$ cat src/rtl/demux4_buffered.sv
// ---------------------------------------------------------------------------
// demux4_buffered : registered 1-to-4 demux, one-entry buffer per channel
// Revision: 1.0
// ---------------------------------------------------------------------------
`default_nettype none

module demux4_buffered #(
  parameter int Size = 8
) (
  input  logic            clock,
  input  logic            reset,
  input  logic [1:0]      select,
  input  logic [Size-1:0] data_i,
  input  logic            valid_i,
  output logic            ready_o,
  output logic [Size-1:0] data_o00,
  output logic [Size-1:0] data_o01,
  output logic [Size-1:0] data_o02,
  output logic [Size-1:0] data_o03,
  output logic            valid_o00,
  output logic            valid_o01,
  output logic            valid_o02,
  output logic            valid_o03,
  input  logic            ready_i00,
  input  logic            ready_i01,
  input  logic            ready_i02,
  input  logic            ready_i03
);

  typedef enum logic {
    EMPTY = 1'b0,
    FULL  = 1'b1
  } ch_state_e;

  logic [3:0]      ready_vec;
  logic [3:0]      valid_vec;
  logic [Size-1:0] data_vec [4];
  logic            in_xfer;

  assign ready_vec = {ready_i03, ready_i02, ready_i01, ready_i00};

  // A full channel can still accept when it drains in the same cycle.
  assign ready_o = !reset && (!valid_vec[select] || ready_vec[select]);
  assign in_xfer = valid_i && ready_o;

  genvar n;
  generate
    for (n = 0; n < 4; n++) begin : g_ch
      ch_state_e       state_q, state_d;
      logic [Size-1:0] data_q,  data_d;
      logic            load;

      assign load = in_xfer && (select == 2'(n));

      always_comb begin
        state_d = state_q;
        data_d  = data_q;
        if (load) begin
          state_d = FULL;
          data_d  = data_i;
        end else if (state_q == FULL && ready_vec[n]) begin
          state_d = EMPTY;
        end
      end

      always_ff @(posedge clock) begin
        if (reset) begin
          state_q <= EMPTY;
          data_q  <= '0;
        end else begin
          state_q <= state_d;
          data_q  <= data_d;
        end
      end

      assign valid_vec[n] = (state_q == FULL);
      assign data_vec[n]  = data_q;
    end
  endgenerate

  assign valid_o00 = valid_vec[0];
  assign valid_o01 = valid_vec[1];
  assign valid_o02 = valid_vec[2];
  assign valid_o03 = valid_vec[3];
  assign data_o00  = data_vec[0];
  assign data_o01  = data_vec[1];
  assign data_o02  = data_vec[2];
  assign data_o03  = data_vec[3];

endmodule

`default_nettype wire

$ cat config.mk
export PLATFORM = sky130hd
export DESIGN_NAME = demux4_buffered
export DESIGN_NICKNAME = d
export VERILOG_FILES = /design/src/rtl/demux4_buffered.sv
export SDC_FILE = /design/constraint.sdc
export NUM_CORES = 1
export LEC_CHECK = 0
export ABC_AREA = 1
export CORE_MARGIN = 4
export CORE_UTILIZATION = 30
export DETAILED_ROUTE_END_ITERATION = 10
export SYNTH_ARGS = -nofsm -noshare
export SYNTH_HDL_FRONTEND = slang
export SYNTH_SLANG_ARGS = --single-unit
export TNS_END_PERCENT = 5
$ cat constraint.sdc
create_clock -name clock -period 1.85 [get_ports clock]
set_clock_uncertainty 0.15 [all_clocks]
set_input_delay 0.37 -clock clock [delete_from_list [all_inputs] [get_ports clock]]
set_output_delay 0.37 -clock clock [all_outputs]
set_load 0.005 [all_outputs]
==> summary.txt, run 1 <==
Floorplan Core Area = 5510 um2
Final setup vio count = 0
Pwr Density = 678 nW/um2
Part of the Yosys area used for sequential elements = 0.422
Routed WL = 4.15 mm
CTS Buf Count = 5
H-tree depth = 2
CP Class = in2out
Critical Path End Type = output port
Worst Hold Class = reg2reg
Fraction of layout cells with a size suffix above 1 = 0.129
Final Hold Violating Endpoints = 0
Die H = 83.5 um
Synth area leaders = dfxtp_1 42%, nand2_1 16%, nor2_1 15%, inv_1 8.1%, nand4_4 5.0%
Yosys reg bits = 36
Placer's final routability congestion estimate = 0.785
Relative slew slack = 0.798
Remaining Overflow, GRT = 0
Share of the synthesized area in the top cell type = 0.422
Sw frac = 0.239
Synth Net Count = 263
Yosys cell types = 16
First-pass GRT wire length = 6.78 mm
Worst EP required = 1.33 ns
Commonest non-fill, non-tap cells in the layout = 74 x nand2_1, 66 x nor2_1, 48 x clkdlybuf4s50_1
Cell accounting for the most synthesized area = dfxtp_1
Status = finished clean
Worst-path fanout max = 2
Drt wl/cell = 10.8 um
Share of power burned in registers = 0.492
DRT Pass-1 Iters = 6
Area growth syn-to-layout = 43.4%
Leak Pwr = 0.00119 uW
Cell-internal power = 1260 uW
CTS tree = done
Net Switching = 398 uW
Clock-pin transition on the worst setup and hold timing paths = 0.07 ns
Final number of max-transition violations = 0
Largest net degree at the start of global routing = 20
Clock buffer depth = 2
Filler Cell Count = 565
Via count of the first global-routing pass = 1440
Worst hold slack = 0.344 ns
Clk sinks = 36
Slew @ Worst Pin = 0.303 ns
Area taken by multi-input logic gates = 763 um2
Peak Freq = 546 MHz
Antenna fix cells = 0
Finished Core Util = 0.445
Clk pwr share = 0.357
HPWL after DPL = 2.91 mm
Tot Pwr = 1660 uW
GRT Total Usage = 0.121
Nets = 328
Yosys warns = 0
Cells after Synth = 246
Root Buffer = clkbuf_8
Post-route DRC = 0
Worst vdd ir = 0.363 mV
RSZ-0062 raised after global routing = yes
Die area = 6960 um2
Max_cap viols = 0
Site Rows = 27
Via count = 1562
Vias per Instance = 4.08
Commonest non-fill, non-tap cell in the layout = nand2_1
Synthesized cell area = 1710 um2
Final worst-path cycle share = 0.991
Setup bufs post-CTS = 0
CP startpoint kind = primary input
Initial core utilization = 0.310
Combinational power share = 0.151
Worst-Skew Late Latency = 0.28 ns
# IOs = 54
DIE WIDTH = 83.5 um
Antenna violations before repair = 0
CP arrival = 1.31 ns
Tmin final = 1.83 ns
Syn Area/Cell = 6.94 um2
1st-iter DRT viols = 52
Seq. cell area = 721 um2
DRT antenna net count = 0
PortBufs = 53
-- metrics by stage --
stage	setup WS [ns]	cell area [um2]	instances	setup TNS, ns
after floorplan	0.304	1710	246	0
after global placement	-0.589	2340	375	-14.58
after detailed placement	-0.633	2340	375	-15.70
after CTS	0.0160	2430	382	0
after global routing	-0.0471	2450	383	-0.479
final	0.0176	2450	383	0
-- state kept, by name, indices dropped and copies added (netlist names) --
signal     count
data_o02       8
valid_o00      1
valid_o02      1
valid_o01      1
data_o01       8
valid_o03      1
data_o03       8
data_o00       8
-- cells in the mapped netlist, drive strengths merged --
library cell / n
buf: 7
nand2: 82
nor2: 68
nand4: 4
nand3: 3
a21oi: 5
inv: 40
clkbuf: 1
dfxtp: 36
-- path summary, 6_finish.rpt --
kind | start | endpoint | slack [ns] | cells past startpoint
max reg2reg | valid_o00$_SDFFE_PP0P_ | data_o00[7]$_SDFFE_PP0P_ | 0.26 | 9
max | ready_i03 | ready_o | 0.02 | 6
min reg2reg | valid_o01$_SDFFE_PP0P_ | valid_o01$_SDFFE_PP0P_ | 0.34 | 2
min | valid_o01$_SDFFE_PP0P_ | valid_o01$_SDFFE_PP0P_ | 0.34 | 2
-- what timing repair did --
item,4_1_cts,5_1_grt
pin swaps,1,0
gates resized for setup,10,2
hold buffers,0,0
cloned,0,1
endpoints found under the setup margin,37,24
-- logic make-up after synthesis --
| logic type | share of synthesized area |
|---|---|
| simple gates | 0.423 |
| buf+inv | 0.141 |
| compound gates | 0.0146 |
| flops | 0.422 |
-- area by class of cell --
cell class,count,share of cell area
Clock buffer,7,0.0393
Inverter,40,0.0613
Multi-Input combinational cell,163,0.312
Sequential cell,36,0.294
Tap cell,72,0.0368
Timing Repair Buffer,65,0.257
-- critical path, stage by stage --
cell,delay (ns)
clkdlybuf4s50_1,0.48
nand3_1,0.09
nand2_2,0.10
nor2_4,0.05
a21oi_2,0.11
buf_2,0.12
-- metal layers --
metal,track usage,part of all wire,vias to the layer above
li1,-,-,843
met1,0.158,0.48,675
met2,0.180,0.44,38
met3,0.0424,0.057,6
met4,0.0541,0.020,0
met5,0,0,-
-- power by group through the flow --
stage | Combinational, uW | Clock (uW) | Sequential, uW
floorplan | 113 | 0 | 836
global placement | 250 | 0 | 835
detailed placement | 252 | 0 | 834
CTS | 251 | 620 | 817
global route | 279 | 658 | 820
finish | 251 | 593 | 816
No activity file was read; power rests on OpenSTA's default activity.
==> inputs of run 2 (changes only) <==
--- a/config.mk
+++ b/config.mk
@@ -9,6 +9,7 @@
 export CORE_MARGIN = 4
 export CORE_UTILIZATION = 30
 export DETAILED_ROUTE_END_ITERATION = 10
+export GPL_ROUTABILITY_DRIVEN = 0
 export SYNTH_ARGS = -nofsm -noshare
 export SYNTH_HDL_FRONTEND = slang
 export SYNTH_SLANG_ARGS = --single-unit
==> results of run 2 <==
The final DEF is identical to that of run 1; final timing and power are the same.
